[src/rtl/cordic_phase_driver_if.sv]
// rtl/cordic_phase_driver_if.sv - FIFO and sample-stream signal bundle for the CORDIC phase driver
//
// Ports (master = phase driver, slave = FIFOs / downstream sink):
//   p_fixed, in_wr_en           phase word and write strobe into the CORDIC input FIFO
//   in_full                     input FIFO full
//   sin_out, cos_out            output FIFO data (valid one cycle after rd_en)
//   sin_empty, cos_empty        output FIFO empty flags
//   sin_rd_en, cos_rd_en        output FIFO read strobes (always identical)
//   sample_sin, sample_cos      paired result presented downstream
//   sample_valid, sample_ready  downstream valid/ready handshake
interface cordic_phase_driver_if #(
    parameter int DATA_WIDTH = 16
);
    logic [31:0]           p_fixed;
    logic                  in_wr_en;
    logic                  in_full;
    logic [DATA_WIDTH-1:0] sin_out;
    logic [DATA_WIDTH-1:0] cos_out;
    logic                  sin_empty;
    logic                  cos_empty;
    logic                  sin_rd_en;
    logic                  cos_rd_en;
    logic [DATA_WIDTH-1:0] sample_sin;
    logic [DATA_WIDTH-1:0] sample_cos;
    logic                  sample_valid;
    logic                  sample_ready;

    modport master (
        output p_fixed, in_wr_en, sin_rd_en, cos_rd_en,
               sample_sin, sample_cos, sample_valid,
        input  in_full, sin_out, cos_out, sin_empty, cos_empty, sample_ready
    );

    modport slave (
        input  p_fixed, in_wr_en, sin_rd_en, cos_rd_en,
               sample_sin, sample_cos, sample_valid,
        output in_full, sin_out, cos_out, sin_empty, cos_empty, sample_ready
    );
endinterface

[src/rtl/cordic_phase_driver.sv]
// rtl/cordic_phase_driver.sv - phase generator and sin/cos result collector around a CORDIC core
//
// Ports:
//   clock, reset               rising-edge clock, asynchronous active-low reset
//   start, stop                run control pulses (start honoured in IDLE, stop in RUN)
//   phase_init, phase_inc      signed Q16.16 start phase and per-sample increment
//   num_samples                samples to issue, 0 = run until stop
//   busy, done, desync_err     run status, completion pulse, sticky FIFO desync flag
//   bus (master)               CORDIC input FIFO writes, output FIFO reads, sample stream
module cordic_phase_driver #(
    parameter logic signed [31:0] PI_FIXED        = 32'sd205887,
    parameter int                 MAX_OUTSTANDING = 1024,
    parameter int                 DATA_WIDTH      = 16
) (
    input  logic                 clock,
    input  logic                 reset,
    input  logic                 start,
    input  logic                 stop,
    input  logic signed [31:0]   phase_init,
    input  logic signed [31:0]   phase_inc,
    input  logic [31:0]          num_samples,
    output logic                 busy,
    output logic                 done,
    output logic                 desync_err,
    cordic_phase_driver_if.master bus
);
    localparam int OW = $clog2(MAX_OUTSTANDING + 1);
    localparam logic [OW-1:0] OUT_MAX = OW'(MAX_OUTSTANDING);

    typedef enum logic [1:0] {S_IDLE, S_RUN, S_DRAIN, S_DONE} state_t;

    state_t                state_q, state_d;
    logic signed [31:0]    phase_q, phase_d;
    logic signed [31:0]    inc_q, inc_d;
    logic [31:0]           num_q, num_d;
    logic [31:0]           issued_q, issued_d;
    logic [OW-1:0]         outstanding_q, outstanding_d;
    logic                  desync_q;
    logic                  live_q;
    logic                  rd_pending_q;
    logic [1:0]            buf_count_q, buf_count_d;
    logic                  wr_ptr_q, rd_ptr_q;
    logic [2*DATA_WIDTH-1:0] buf_q [2];

    logic                  limit_hit, wr_en, rd_en, pop;
    logic [2:0]            occ;
    logic signed [32:0]    pi_s, sum_s, wrapped_s;

    assign limit_hit = (num_q != 32'd0) && (issued_q == num_q);
    assign wr_en     = (state_q == S_RUN) && !stop && !bus.in_full
                     && (outstanding_q < OUT_MAX) && !limit_hit;
    assign pop       = bus.sample_valid && bus.sample_ready;

    // Occupancy the buffer will have once this cycle's capture and pop settle; a read
    // issued now lands next cycle, so it may go out while that figure is below 2.
    // Crediting the pop is what lets a read go out every cycle at full throughput.
    assign occ   = {1'b0, buf_count_q} + {2'b00, rd_pending_q} - {2'b00, pop};
    // live_q keeps the strobes low while reset is held, whatever the FIFO flags say.
    assign rd_en = live_q && !bus.sin_empty && !bus.cos_empty && (occ < 3'd2);

    always_comb begin
        state_d   = state_q;
        phase_d   = phase_q;
        inc_d     = inc_q;
        num_d     = num_q;
        issued_d  = issued_q;
        pi_s      = {PI_FIXED[31], PI_FIXED};
        sum_s     = {phase_q[31], phase_q} + {inc_q[31], inc_q};
        wrapped_s = sum_s;
        // Wrap into [-pi, +pi]; both endpoints are kept as-is.
        if (sum_s > pi_s) begin
            wrapped_s = sum_s - (pi_s + pi_s);
        end else if (sum_s < -pi_s) begin
            wrapped_s = sum_s + (pi_s + pi_s);
        end
        case (state_q)
            S_IDLE: begin
                if (start) begin
                    state_d  = S_RUN;
                    phase_d  = phase_init;
                    inc_d    = phase_inc;
                    num_d    = num_samples;
                    issued_d = 32'd0;
                end
            end
            S_RUN: begin
                if (wr_en) begin
                    phase_d  = 32'(wrapped_s);
                    issued_d = issued_q + 32'd1;
                end
                if (stop || limit_hit) begin
                    state_d = S_DRAIN;
                end
            end
            S_DRAIN: begin
                if (outstanding_q == '0) begin
                    state_d = S_DONE;
                end
            end
            S_DONE:  state_d = S_IDLE;
            default: state_d = S_IDLE;
        endcase
    end

    always_comb begin
        outstanding_d = outstanding_q;
        if (wr_en && !pop) begin
            outstanding_d = outstanding_q + OW'(1);
        end else if (!wr_en && pop) begin
            outstanding_d = outstanding_q - OW'(1);
        end
        buf_count_d = buf_count_q + {1'b0, rd_pending_q} - {1'b0, pop};
    end

    always_ff @(posedge clock or negedge reset) begin
        if (!reset) begin
            state_q       <= S_IDLE;
            phase_q       <= '0;
            inc_q         <= '0;
            num_q         <= '0;
            issued_q      <= '0;
            outstanding_q <= '0;
            desync_q      <= 1'b0;
            live_q        <= 1'b0;
            rd_pending_q  <= 1'b0;
            buf_count_q   <= '0;
            wr_ptr_q      <= 1'b0;
            rd_ptr_q      <= 1'b0;
            buf_q[0]      <= '0;
            buf_q[1]      <= '0;
        end else begin
            state_q       <= state_d;
            phase_q       <= phase_d;
            inc_q         <= inc_d;
            num_q         <= num_d;
            issued_q      <= issued_d;
            outstanding_q <= outstanding_d;
            desync_q      <= desync_q | (bus.sin_empty != bus.cos_empty);
            live_q        <= 1'b1;
            rd_pending_q  <= rd_en;
            buf_count_q   <= buf_count_d;
            // FIFO dout belongs to the read strobed last cycle.
            if (rd_pending_q) begin
                buf_q[wr_ptr_q] <= {bus.sin_out, bus.cos_out};
                wr_ptr_q        <= ~wr_ptr_q;
            end
            if (pop) begin
                rd_ptr_q <= ~rd_ptr_q;
            end
        end
    end

    assign busy             = (state_q == S_RUN) || (state_q == S_DRAIN);
    assign done             = (state_q == S_DONE);
    assign desync_err       = desync_q;
    assign bus.p_fixed      = phase_q;
    assign bus.in_wr_en     = wr_en;
    assign bus.sin_rd_en    = rd_en;
    assign bus.cos_rd_en    = rd_en;
    assign bus.sample_valid = (buf_count_q != 2'd0);
    assign bus.sample_sin   = buf_q[rd_ptr_q][2*DATA_WIDTH-1:DATA_WIDTH];
    assign bus.sample_cos   = buf_q[rd_ptr_q][DATA_WIDTH-1:0];
endmodule
[src/flat_wrapper.sv]
// flat-port wrapper written by rule: the top's interface ports become plain ports
module cordic_phase_driver_flat 
#(
    parameter logic signed [31:0] PI_FIXED        = 32'sd205887,
    parameter int                 MAX_OUTSTANDING = 1024,
    parameter int                 DATA_WIDTH      = 16
)
  (clock, reset, start, stop, phase_init, phase_inc, num_samples, busy, done, desync_err, bus_p_fixed, bus_in_wr_en, bus_sin_rd_en, bus_cos_rd_en, bus_sample_sin, bus_sample_cos, bus_sample_valid, bus_in_full, bus_sin_out, bus_cos_out, bus_sin_empty, bus_cos_empty, bus_sample_ready);
  cordic_phase_driver_if #(.DATA_WIDTH(DATA_WIDTH)) bus_i ();
  input  logic clock;
  input  logic reset;
  input  logic start;
  input  logic stop;
  input  logic signed [31:0] phase_init;
  input  logic signed [31:0] phase_inc;
  input  logic [31:0] num_samples;
  output logic busy;
  output logic done;
  output logic desync_err;
  output wire logic [$bits(bus_i.p_fixed)-1:0] bus_p_fixed;
  output wire logic [$bits(bus_i.in_wr_en)-1:0] bus_in_wr_en;
  output wire logic [$bits(bus_i.sin_rd_en)-1:0] bus_sin_rd_en;
  output wire logic [$bits(bus_i.cos_rd_en)-1:0] bus_cos_rd_en;
  output wire logic [$bits(bus_i.sample_sin)-1:0] bus_sample_sin;
  output wire logic [$bits(bus_i.sample_cos)-1:0] bus_sample_cos;
  output wire logic [$bits(bus_i.sample_valid)-1:0] bus_sample_valid;
  input wire logic [$bits(bus_i.in_full)-1:0] bus_in_full;
  input wire logic [$bits(bus_i.sin_out)-1:0] bus_sin_out;
  input wire logic [$bits(bus_i.cos_out)-1:0] bus_cos_out;
  input wire logic [$bits(bus_i.sin_empty)-1:0] bus_sin_empty;
  input wire logic [$bits(bus_i.cos_empty)-1:0] bus_cos_empty;
  input wire logic [$bits(bus_i.sample_ready)-1:0] bus_sample_ready;
  assign bus_p_fixed = bus_i.p_fixed;
  assign bus_in_wr_en = bus_i.in_wr_en;
  assign bus_sin_rd_en = bus_i.sin_rd_en;
  assign bus_cos_rd_en = bus_i.cos_rd_en;
  assign bus_sample_sin = bus_i.sample_sin;
  assign bus_sample_cos = bus_i.sample_cos;
  assign bus_sample_valid = bus_i.sample_valid;
  assign bus_i.in_full = bus_in_full;
  assign bus_i.sin_out = bus_sin_out;
  assign bus_i.cos_out = bus_cos_out;
  assign bus_i.sin_empty = bus_sin_empty;
  assign bus_i.cos_empty = bus_cos_empty;
  assign bus_i.sample_ready = bus_sample_ready;
  cordic_phase_driver #(.PI_FIXED(PI_FIXED), .MAX_OUTSTANDING(MAX_OUTSTANDING), .DATA_WIDTH(DATA_WIDTH)) u_core (.clock(clock), .reset(reset), .start(start), .stop(stop), .phase_init(phase_init), .phase_inc(phase_inc), .num_samples(num_samples), .busy(busy), .done(done), .desync_err(desync_err), .bus(bus_i));
endmodule
[config.mk]
export PLATFORM = sky130hd
export DESIGN_NAME = cordic_phase_driver_flat
export DESIGN_NICKNAME = d
export VERILOG_FILES = /design/src/rtl/cordic_phase_driver_if.sv /design/src/rtl/cordic_phase_driver.sv /design/src/flat_wrapper.sv
export SDC_FILE = /design/constraint.sdc
export NUM_CORES = 1
export LEC_CHECK = 0
export BUFFER_PORTS_ARGS = -buffer_cell sky130_fd_sc_hd__buf_4
export CAP_MARGIN = 20
export CORE_MARGIN = 3
export CORE_UTILIZATION = 55
export CTS_BUF_LIST = sky130_fd_sc_hd__clkbuf_4 sky130_fd_sc_hd__clkbuf_8
export CTS_CLUSTER_SIZE = 28
export DETAILED_ROUTE_END_ITERATION = 6
export GPL_TIMING_DRIVEN = 1
export PLACE_DENSITY = 0.78
export SYNTH_ARGS = -nofsm -noshare
export SYNTH_HDL_FRONTEND = slang
export SYNTH_SLANG_ARGS = --single-unit
export TNS_END_PERCENT = 100
[constraint.sdc]
create_clock -name clock -period 11.8 [get_ports clock]
set_clock_uncertainty 0.15 [all_clocks]
set_input_delay 2.36 -clock clock [delete_from_list [all_inputs] [get_ports clock]]
set_output_delay 2.36 -clock clock [all_outputs]
set_load 0.01 [all_outputs]
# Yosys cells after proc, flatten, opt, wreduce, memory -nomap -nowiden
# Cells that the tools add are included.
[totals] inputBits=136 latchBits=0 mem_bits_rw=0 wordCells=95 mem_count=0 register_bits=212 mem_bits_ro=0 output_inout_bits=71
[op_classes] n_addsub=10 mul=0 shift=0 order_cmp=7 n_reduce_logical=30 eq_ne=9 div=0 bitwise=5 mux=20
[op_table] operator="$mux 32" count=10
[op_table] operator="$pmux 32 s2" count=2
[op_table] operator="$bwmux 64" count=1
[op_table] operator="$add 32x32->33" count=1
[op_table] operator="$gt 33x19->1 const B" count=1
[op_table] operator="$lt 33x19->1 const B" count=1
[op_table] operator="$add 32x1->32 const B" count=1
[op_table] operator="$add 32x20->32 const B" count=1
[op_table] operator="$demux 32 s1" count=1
[op_table] operator="$eq 32x32->1" count=1
[op_table] operator="$reduce_bool 32->1" count=1
[op_table] operator="$sub 32x20->32 const B" count=1
[op_table] operator="$mux 11" count=2
[op_table] operator="$logic_and 1x1->1" count=12
[op_table] operator="$add 11x1->11 const B" count=1
[op_table] operator="$logic_not 11->1" count=1
[op_table] operator="$lt 11x11->1 const B" count=1
[op_table] operator="$sub 11x1->11 const B" count=1
[op_table] operator="$pmux 2 s4" count=1
[op_table] operator="$logic_not 1->1" count=7
[op_table] operator="$mux 2" count=3
[op_table] operator="$reduce_and 3->1" count=2
[op_table] operator="$reduce_bool 2->1" count=3
[op_table] operator="$eq 2x2->1 const B" count=2
[op_table] operator="other kinds (17)" count=23

# Depth between registers and ports, before layout
# Gate-level depths: netlist of run 1.
[depth] word_depth=9 ltp_mapped=21 depth_no_buf=20

# Worst setup path after synthesis of run 1
# No wires, ideal clock.
[synth_path] kind="in2out" startpoint="input port bus_sample_ready" endpoint="output port bus_sin_rd_en" arrival_ns=4.284 stages=10 required_ns=9.290 path_buffers=1 setup_slack_ns=5.006 path_cell_list="nand2_1 inv_1 ha_1 inv_1 ha_1 inv_1 fa_1 nand2_1 nor4_1 buf_4"
[synth_via] elab_chain_cells=4
[synth_rtl] item="start: declaration" line_no="flat_wrapper.sv:32" text="input wire logic [$bits(bus_i.sample_ready)-1:0] bus_sample_ready;"
[synth_rtl] item="$logic_and 1x1->1" line_no="cordic_phase_driver.sv:52" text="assign pop = bus.sample_valid && bus.sample_ready;"
[synth_rtl] item="net u_core.pop" line_no="cordic_phase_driver.sv:45" text="logic limit_hit, wr_en, rd_en, pop;"
[synth_rtl] item="$sub 3x1->3" line_no="cordic_phase_driver.sv:57" text="assign occ = {1'b0, buf_count_q} + {2'b00, rd_pending_q} - {2'b00, pop};"
[synth_rtl] item="$lt 3x2->1" line_no="cordic_phase_driver.sv:59" text="assign rd_en = live_q && !bus.sin_empty && !bus.cos_empty && (occ < 3'd2);"
[synth_rtl] item="$logic_and 1x1->1" line_no="cordic_phase_driver.sv:59"
[synth_rtl] item="end: declaration" line_no="flat_wrapper.sv:22" text="output wire logic [$bits(bus_i.sin_rd_en)-1:0] bus_sin_rd_en;"
# The timed path passes the listed nets, and every way through them passes these cells.

# Worst setup path in the final report of run 1
[layout_path] startpoint="input port bus_sample_ready" endpoint="output port bus_cos_rd_en"
[layout_via] elab_chain_cells=4
[layout_rtl] item="$logic_and 1x1->1" line_no="cordic_phase_driver.sv:52"
[layout_rtl] item="net u_core.pop" line_no="cordic_phase_driver.sv:45"
[layout_rtl] item="$sub 3x1->3" line_no="cordic_phase_driver.sv:57"
[layout_rtl] item="$lt 3x2->1" line_no="cordic_phase_driver.sv:59"
[layout_rtl] item="$logic_and 1x1->1" line_no="cordic_phase_driver.sv:59"
[layout_rtl] item="end: declaration" line_no="flat_wrapper.sv:23" text="output wire logic [$bits(bus_i.cos_rd_en)-1:0] bus_cos_rd_en;"
# The timed path passes the listed nets, and every way through them passes these cells.

==> impl_metrics.py, run 1 <==
metrics = {
    "clocking": {
        "clk_pin_slew_ps": 60,
        "clk_latency_ps": 560,
        "cts_tree": "done",
        "ctsResizeCount": 0,
        "cts-root-buf": "clkbuf_8",
        "numClockSinks": 212,
        "cts_made_buffers": 38,
        "h-tree-depth": 2,
        "hold_buffers": 0,
        "clock_path_buffers": 3,
        "cts_setup_buffers": 0,
    },
    "placed_design": {
        "placed_cells": 1790,
        "numPortBuffers": 206,
        "pre_cts_ws_ps": 4810,
        "hpwlAfterDp_um": 25800,
        "globalplace.congestion": 0.979,
    },
    "synth": {
        "syn-num-nets": 1508,
        "synth_edf_count": 0,
        "ys_seq_area_frac": 0.401,
        "ys_ff_latch": 212,
        "syn_area_mm2": 0.0132,
        "synthArstFlopShare": 1.00,
        "synth-main-ff-cell": "dfrtp_1",
        "syn_area_per_cell_um2": 10.0,
        "synth.distinct_cells": 80,
        "ys_warn_count": 0,
        "synth_cells": 1317,
    },
    "critical_path": {
        "crit_path_frequent_cell": "inv_1",
        "worstSetupStartpoint": "bus_sample_ready",
        "cp.required_ps": 9290,
        "r2r_start": "u_core.bus.p_fixed[0]",
        "cp_max_fo": 3,
        "cpMaxStageDelayCell": "fa_1",
        "worst-setup-path-type": "in2out",
        "worstPathArrival_ps": 4450,
        "max_stage_delay_ps": 510,
        "reg2reg_slack_ps": 6180,
        "crit_chain": "buf_4, nand2_1, inv_1, ha_1, inv_1, ha_1, inv_1, fa_1, nand2_1, nor4_1, buf_4",
        "cp-end-kind": "output port",
        "critical_path_buf_inv_count": 5,
        "crit_family": "adder cells",
        "reg2reg_to": "u_core.bus.p_fixed[22]",
        "start_kind": "input pin",
        "crit_end": "bus_cos_rd_en",
        "cp.depth": 11,
        "reg2regPathDepth": 14,
    },
    "route": {
        "drt_iter0_markers": 934,
        "wire_per_inst_um": 19.1,
        "drc": 0,
        "vias": 11000,
        "wl_met2_um": 16900,
        "drtPass1Iterations": 5,
        "ant_nets": 0,
        "via_per_inst": 5.95,
        "wl_met1_um": 14900,
        "dr.max_layer_used": "met5",
        "wl_met3_um": 2130,
        "wl_um": 35400,
    },
    "sta": {
        "min_period_over_period": 0.590,
        "tns_ps": 0,
        "hold_violations": 0,
        "setup_viol": 0,
        "finalCriticalPeriod_ps": 6960,
        "fmax_mhz": 144,
        "slew_headroom": 0.252,
        "maxSlewViolCount": 0,
        "layout_setup_ws_ps": 4840,
        "tightest_slew_ps": 1120,
        "rsz0062_at_grt": "false",
    },
    "layout": {
        "final_cells": 1857,
        "drive_gt1_frac": 0.310,
        "postLayoutCoreUtil": 0.671,
        "syn2layout_area_growth_pct": 19.4,
        "fin_nets": 1703,
    },
    "global_route": {
        "track_usage": 0.269,
        "gr-total-overflow": 0,
        "antenna_found_initial": 2,
        "grt_pass1_wl_um": 57200,
        "grt_pass1_vias": 11200,
        "grt_max_degree": 103,
    },
    "run_status": {
        "status": "finished, final reports clean",
    },
    "die": {
        "initial_utilization": 0.562,
        "die_h_um": 161,
        "io_pins": 207,
        "core_area_mm2": 0.0235,
        "row_count": 56,
        "die-area_mm2": 0.0259,
        "die_w_um": 161,
    },
    "min_path": {
        "hold_path.class": "reg2reg",
        "holdCritStartpoint": "u_core.desync_err",
    },
    "job": {
        "maxCapViolCount": 0,
    },
}
-- stage by stage --
| stage | cell area [um^2] | hold slack [ps] |
|---|---|---|
| finish | 15800 | 328 |
| global placement | 15000 | 302 |
| detailed placement | 15000 | 304 |
| floorplan | 13200 | 310 |
| CTS | 15800 | 322 |
| global route | 15800 | 334 |
-- state kept, by name, summed over array words and instances (netlist names) --
register / cells
u_core.issued_q: 32
u_core.desync_err: 1
u_core.num_q: 32
u_core.buf_q: 64
u_core.rd_ptr_q: 1
u_core.wr_ptr_q: 1
u_core.outstanding_q: 11
u_core.live_q: 1
u_core.buf_count_q: 2
u_core.rd_pending_q: 1
u_core.bus.p_fixed: 32
u_core.state_q: 2
u_core.inc_q: 32
-- logic make-up (layout without fill, tap and decap cells) --
group                      Yosys count  count (layout)  synth area share
xor gates and xnor gates           128             128            0.0848
muxes                              172             172             0.145
AOI/OAI and AO/OA                  289             289             0.145
DFF                                212             212             0.401
adders and majority gates           55              55            0.0537
buffers and inverters               89             309            0.0281
other                                1               2          0.000284
and+or+nand+nor                    371             371             0.142
-- cell usage in the layout, fill, tap and decap left out, types with 5 or more instances in the layout --
cell	n
mux2_2	161
nor3b_1	6
nor2b_1	8
inv_1	23
o22ai_1	17
a21o_1	18
dfrtp_1	212
a22oi_1	11
and2_1	9
a211o_1	5
o211ai_1	10
nor3_1	21
clkbuf_8	44
o21a_1	6
nand3_1	33
nor4_1	22
a31oi_1	8
a21boi_0	5
or2_2	8
and3_1	22
xnor2_1	81
nand4_1	26
xor2_1	47
o21ai_1	6
a21oi_1	83
or4_1	5
nand2_1	93
or3_1	12
o21bai_1	6
ha_1	52
buf_4	219
o31ai_1	5
and4_1	6
nand2b_1	6
clkbuf_4	15
nor2_1	80
mux2i_1	11
o21ai_0	54
a211oi_1	9
-- final cells by class --
class,count,area [um^2]
antenna,1,2.50
inverter,24,90.1
tap,319,399
fill,1904,7750
sequential,212,5310
clock buffer,58,704
timing repair buffer,220,1660
multi-input combinational,1016,7570
clock inverter,7,57.6
-- worst min-delay path by stage --
stage / slack, ps / to / cells after the start
2_1_floorplan: 310 / u_core.wr_ptr_q / 1
5_1_grt: 330 / u_core.desync_err / 1
3_5_place_dp: 300 / u_core.desync_err / 1
3_3_place_gp: 300 / u_core.desync_err / 1
6_report: 330 / u_core.desync_err / 1
4_1_cts: 320 / u_core.desync_err / 1
-- synth_stat cells, drive strengths merged, types with 17 or more instances --
| master | count | share of area |
|---|---|---|
| dfrtp | 212 | 0.40 |
| xor2 | 47 | 0.031 |
| o22ai | 17 | 0.0080 |
| nand3 | 33 | 0.012 |
| a21oi | 84 | 0.033 |
| a21o | 18 | 0.010 |
| and3 | 22 | 0.010 |
| buf | 27 | 0.010 |
| clkbuf | 38 | 0.011 |
| mux2 | 161 | 0.14 |
| nand2 | 94 | 0.027 |
| ha | 52 | 0.049 |
| nor3 | 21 | 0.0079 |
| inv | 23 | 0.0065 |
| xnor2 | 81 | 0.054 |
| nor2 | 83 | 0.024 |
| nand4 | 26 | 0.012 |
| nor4 | 24 | 0.012 |
| o21ai | 62 | 0.024 |
-- metal layers --
| metal | global-route usage | up-vias |
|---|---|---|
| met3 | 0.0508 | 105 |
| met4 | 0.118 | 2 |
| met2 | 0.444 | 380 |
| met5 | 0 | - |
| met1 | 0.348 | 5343 |
| li1 | - | 5217 |
Power of run 1 is left out: the tool's default activity adds up to more than one toggle a clock period on the data nets, which glitch-free logic cannot reach.
==> run 2, diff against run 1 <==
==> constraint.sdc (replaced) <==
create_clock -name clock -period 6.87 [get_ports clock]
set_clock_uncertainty 0.15 [all_clocks]
set_input_delay 1.374 -clock clock [delete_from_list [all_inputs] [get_ports clock]]
set_output_delay 1.374 -clock clock [all_outputs]
set_load 0.01 [all_outputs]
==> impl_metrics.py, run 2 (synthesis gave the netlist of run 1 again) <==
metrics = {
    "clocking": {
        "clock_path_buffers": 3,
        "h-tree-depth": 2,
        "clk_pin_slew_ps": 70,
        "cts_tree": "done",
        "cts-root-buf": "clkbuf_8",
        "hold_buffers": 0,
        "cts_setup_buffers": 0,
        "numClockSinks": 212,
        "cts_made_buffers": 37,
        "clk_latency_ps": 560,
        "ctsResizeCount": 0,
    },
    "layout": {
        "drive_gt1_frac": 0.309,
        "largest_register_ffs": 64,
        "syn2layout_area_growth_pct": 19.4,
        "fin_nets": 1701,
        "stdcell_area_mm2": 0.0158,
        "n_antenna_cell": 0,
        "layout_common_cells": "buf_4, dfrtp_1, mux2_2, nand2_1, a21oi_1",
        "final_common_cell": "buf_4",
        "final_cells": 1853,
        "regMostFlops": "u_core.buf_q",
    },
    "critical_path": {
        "worst-setup-path-type": "reg2reg",
        "reg2reg_slack_ps": 1650,
        "start_kind": "flip-flop",
        "worstPathArrival_ps": 5470,
        "cp-end-kind": "flip-flop",
        "reg2reg_to": "u_core.bus.p_fixed[30]",
        "cp_max_fo": 18,
        "r2r_start": "u_core.bus.p_fixed[0]",
        "cp.required_ps": 7110,
        "reg2regPathDepth": 14,
    },
    "min_path": {
        "min_to": "u_core.desync_err",
        "hold_path.class": "reg2reg",
        "holdCritStartpoint": "u_core.desync_err",
        "holdPathStages": 1,
    },
    "sta": {
        "hold_violations": 0,
        "maxSlewViolCount": 0,
        "fmax_mhz": 191,
        "min_period_over_period": 0.761,
        "tightest_slew_ps": 1110,
        "slew_headroom": 0.259,
        "finalCriticalPeriod_ps": 5220,
        "rsz0062_at_grt": "false",
        "tns_ps": 0,
        "layout_setup_ws_ps": 1650,
        "setup_viol": 0,
    },
    "route": {
        "via_per_inst": 5.97,
        "ant_nets": 0,
        "drtPass1Iterations": 5,
        "wire_per_inst_um": 19.3,
        "wl_um": 35800,
        "dr.max_layer_used": "met5",
        "drt_iter0_markers": 756,
        "wl_met3_um": 2180,
        "wl_met2_um": 17700,
        "drc": 0,
        "vias": 11100,
        "wl_met1_um": 14500,
    },
    "die": {
        "core_area_mm2": 0.0235,
        "initial_utilization": 0.562,
        "die_h_um": 161,
        "die-area_mm2": 0.0259,
        "row_count": 56,
        "die_w_um": 161,
        "io_pins": 207,
    },
    "placed_design": {
        "hpwlAfterDp_um": 26000,
        "numPortBuffers": 206,
        "pre_cts_ws_ps": 1590,
        "place_area_mm2": 0.0150,
        "globalplace.congestion": 0.979,
        "placed_cells": 1790,
    },
    "global_route": {
        "grt_pass1_vias": 11400,
        "grt_pass1_wl_um": 57700,
        "grt_max_degree": 100,
        "track_usage": 0.272,
        "antenna_found_initial": 1,
        "gr-total-overflow": 0,
    },
    "job": {
        "maxCapViolCount": 0,
    },
    "run_status": {
        "status": "finished, final reports clean",
    },
}
run 2: cell count changes in the layout (fill, tap and decap cells not counted):
cell        change
clkbuf_8        +4
buf_4           -1
clkinvlp_4      -2
diode_2         -1
clkbuf_4        -5
inv_6           +1
run 2: final cells by class:
| cell class | instances | area (um^2) |
|---|---|---|
| Clock inverter | 6 | 51.3 |
| Timing Repair Buffer | 219 | 1650 |
| Multi-Input combinational cell | 1016 | 7570 |
| Clock buffer | 57 | 722 |
| Tap cell | 319 | 399 |
| Fill cell | 1945 | 7750 |
| Sequential cell | 212 | 5310 |
| Inverter | 24 | 90.1 |
run 2: worst max path at each step:
| stage | startpoint | to | slack [ps] | cells past startpoint |
|---|---|---|---|---|
| 2_1_floorplan | stop | u_core.outstanding_q[10] | 1920 | 17 |
| 3_3_place_gp | stop | u_core.outstanding_q[10] | 1650 | 19 |
| 3_5_place_dp | stop | u_core.outstanding_q[10] | 1590 | 19 |
| 4_1_cts | u_core.bus.p_fixed[0] | u_core.bus.p_fixed[7] | 1670 | 14 |
| 5_1_grt | u_core.bus.p_fixed[0] | u_core.bus.p_fixed[30] | 1270 | 14 |
| 6_report | u_core.bus.p_fixed[0] | u_core.bus.p_fixed[30] | 1650 | 14 |
run 2: through the flow:
stage                util  hold WS (ps)
CTS                 0.671           324
detailed placement  0.638           311
global placement    0.638           304
finish              0.671           321
floorplan               -           310
global route        0.671           349
run 2: worst max-delay path, stage by stage, from the launching register on:
cell       delay [ps]
dfrtp_1           400
ha_1              230
fa_1              410
a211o_1           330
a41o_1            410
a31oi_1           390
a2bb2oi_1         230
nand4b_1          210
nor4_1            320
nand4_1           340
o41ai_4          1000
nor3_1            110
a31oi_1           230
xor2_1            220
o21ai_0           100
run 2: routing by layer:
| layer | global-route usage | vias up |
|---|---|---|
| li1 | - | 5212 |
| met3 | 0.0472 | 100 |
| met5 | 0 | - |
| met1 | 0.338 | 5366 |
| met2 | 0.473 | 385 |
| met4 | 0.108 | 2 |
Power of run 2 is left out for the same reason.
==> run 3, diff against run 2 <==
--- a/config.mk
+++ b/config.mk
@@ -5,6 +5,7 @@
 export SDC_FILE = /design/constraint.sdc
 export NUM_CORES = 1
 export LEC_CHECK = 0
+export ABC_AREA = 1
 export BUFFER_PORTS_ARGS = -buffer_cell sky130_fd_sc_hd__buf_4
 export CAP_MARGIN = 20
 export CORE_MARGIN = 3
@@ -13,7 +14,7 @@
 export CTS_CLUSTER_SIZE = 28
 export DETAILED_ROUTE_END_ITERATION = 6
 export GPL_TIMING_DRIVEN = 1
-export PLACE_DENSITY = 0.78
+export PLACE_DENSITY = 0.76
 export SYNTH_ARGS = -nofsm -noshare
 export SYNTH_HDL_FRONTEND = slang
 export SYNTH_SLANG_ARGS = --single-unit
==> constraint.sdc (replaced) <==
create_clock -name clock -period 5.3 [get_ports clock]
set_clock_uncertainty 0.15 [all_clocks]
set_input_delay 1.06 -clock clock [delete_from_list [all_inputs] [get_ports clock]]
set_output_delay 1.06 -clock clock [all_outputs]
set_load 0.01 [all_outputs]
==> impl_metrics.py, run 3 <==
metrics = {
    "synth": {
        "ys_seq_area_frac": 0.334,
        "netlist.area_leader.share": 0.334,
        "synth_edf_count": 0,
        "ys_ff_latch": 212,
        "syn-num-nets": 2676,
        "yosys.area.top_type": "dfrtp_1",
        "synthArstFlopShare": 1.00,
        "ys_warn_count": 0,
        "synthTopCellsByArea": "dfrtp_1, nand2_1, inv_1",
        "synth.most_common_cell": "nand2_1",
        "synth.distinct_cells": 49,
        "synth-main-ff-cell": "dfrtp_1",
        "synth_cells": 2485,
        "syn_area_mm2": 0.0159,
        "syn_area_per_cell_um2": 6.39,
        "synth_common_cells": "nand2_1, inv_1, dfrtp_1",
    },
    "die": {
        "io_pins": 207,
        "row_count": 61,
        "die-area_mm2": 0.0310,
        "die_w_um": 176,
        "die_h_um": 176,
        "core_area_mm2": 0.0281,
        "initial_utilization": 0.566,
    },
    "route": {
        "wl_um": 50300,
        "drtPass1Iterations": 6,
        "drc": 0,
        "ant_nets": 0,
        "vias": 16600,
        "drt_iter0_markers": 1627,
        "via_per_inst": 5.40,
        "wire_per_inst_um": 16.3,
    },
    "layout": {
        "largest_register_ffs": 64,
        "n_fill_cell": 2635,
        "n_antenna_cell": 0,
        "regMostFlops": "u_core.buf_q",
        "regArea_mm2": 0.00531,
        "fin_nets": 2860,
        "final_common_cell": "nand2_1",
        "postLayoutCoreUtil": 0.660,
        "drive_gt1_frac": 0.143,
        "layout_common_cells": "nand2_1, inv_1, buf_4, dfrtp_1, nor2_1",
        "multiInputGateArea_mm2": 0.00923,
        "syn2layout_area_growth_pct": 16.8,
    },
    "global_route": {
        "antenna_found_initial": 0,
        "track_usage": 0.320,
        "grt_pass1_vias": 15800,
        "grt_max_degree": 99,
        "gr-total-overflow": 0,
        "grt_pass1_wl_um": 80300,
    },
    "placed_design": {
        "globalplace.congestion": 0.992,
        "hpwlAfterDp_um": 37400,
        "numPortBuffers": 206,
    },
    "clocking": {
        "clk_pin_slew_ps": 60,
        "cts_tree": "done",
        "clock_path_buffers": 3,
        "cts_setup_buffers": 0,
        "cts_made_buffers": 39,
        "numClockSinks": 212,
        "cts-root-buf": "clkbuf_8",
        "hold_buffers": 0,
        "h-tree-depth": 2,
        "ctsResizeCount": 0,
        "clk_latency_ps": 570,
    },
    "run_status": {
        "status": "finished, final reports clean",
    },
    "sta": {
        "hold_violations": 0,
        "fmax_mhz": 205,
        "tightest_slew_ps": 1040,
        "min_period_over_period": 0.922,
        "maxSlewViolCount": 0,
        "tns_ps": 0,
        "setup_viol": 0,
        "slew_headroom": 0.310,
        "hold_ws_ps": 333,
        "rsz0062_at_grt": "false",
        "finalCriticalPeriod_ps": 4890,
    },
    "critical_path": {
        "r2r_start": "u_core.num_q[29]",
        "cp_max_fo": 12,
        "cp-end-kind": "flip-flop",
        "worstPathArrival_ps": 5170,
        "cp.required_ps": 5580,
        "worstSetupStartpoint": "u_core.num_q[29]",
        "worst-setup-path-type": "reg2reg",
        "start_kind": "flip-flop",
    },
    "min_path": {
        "holdCritStartpoint": "u_core.buf_q[19]",
        "hold_path.class": "reg2reg",
    },
    "job": {
        "maxCapViolCount": 0,
    },
}
-- run 3: cell types whose count changed after synthesis, moves of 21 or more --
| cell | change |
|---|---|
| nand2_1 | +988 |
| inv_1 | +236 |
| mux2_2 | -161 |
| nand3_1 | +129 |
| nor2_1 | +81 |
| o21ai_0 | +56 |
| xnor2_1 | -47 |
| a21oi_1 | -41 |
| nand2_2 | +38 |
| clkbuf_1 | +22 |
| and3_1 | -21 |
-- run 3: final cells by class --
type,instances,share of cell area
inverters,270,0.0546
clock inverters,6,0.00526
flip-flops and latches,212,0.286
repair buffers,218,0.0892
well taps,378,0.0255
multi-input cells,1928,0.497
clock buffers,63,0.0420
-- run 3: final timing paths --
kind	to	slack [ps]	cells after the start
setup / recovery	u_core.outstanding_q[10]	410	23
hold / removal	u_core.buf_q[19]	330	2
setup reg to reg	u_core.outstanding_q[10]	410	23
hold reg to reg	u_core.buf_q[19]	330	2
max in group asynchronous	u_core.buf_q[21]	3590	2
min in group asynchronous	u_core.bus.p_fixed[14]	360	1
-- run 3: metrics by stage --
stage               cells  setup WS (ps)  instance area (um^2)
CTS                  3075            575                 18500
global route         3075           97.2                 18500
finish               3075            411                 18500
detailed placement   3006            584                 17700
floorplan            2485           1090                 15900
global placement     3006            879                 17700
-- run 3: kinds of logic after synthesis --
family / count (synthesis) / synth area share
AND/OR/NAND/NOR: 1594 / 0.423
buffers and inverters: 345 / 0.0858
flip-flops: 212 / 0.334
AO/OA/AOI/OAI: 205 / 0.0721
XOR/XNOR: 73 / 0.0402
adder cells (fa/ha/maj): 55 / 0.0447
other: 1 / 0.000236
-- run 3: per-layer routing --
metal	GRT usage	up-vias	routed length [um]
met3	0.0439	100	3640
met1	0.440	7683	22000
met5	0	-	0
met4	0.109	0	1570
met2	0.523	627	23000
li1	-	8189	-
-- run 3: worst max-delay path, cell delays in order (launching register included) --
cell	delay, ps
dfrtp_1	410
nor4_1	460
nand4_1	270
o2111ai_1	640
nand3_1	180
inv_1	130
ha_1	150
inv_1	200
fa_1	460
nand2_1	100
nand2_1	60
a21oi_1	210
nor2_1	90
o21ai_0	150
nand2_1	90
nand2_1	90
nand2_1	60
a21oi_1	170
nor2_1	70
nor2_1	100
o21bai_1	90
a21oi_1	140
o21ai_0	140
xor2_1	170
Power of run 3 is left out for the same reason.
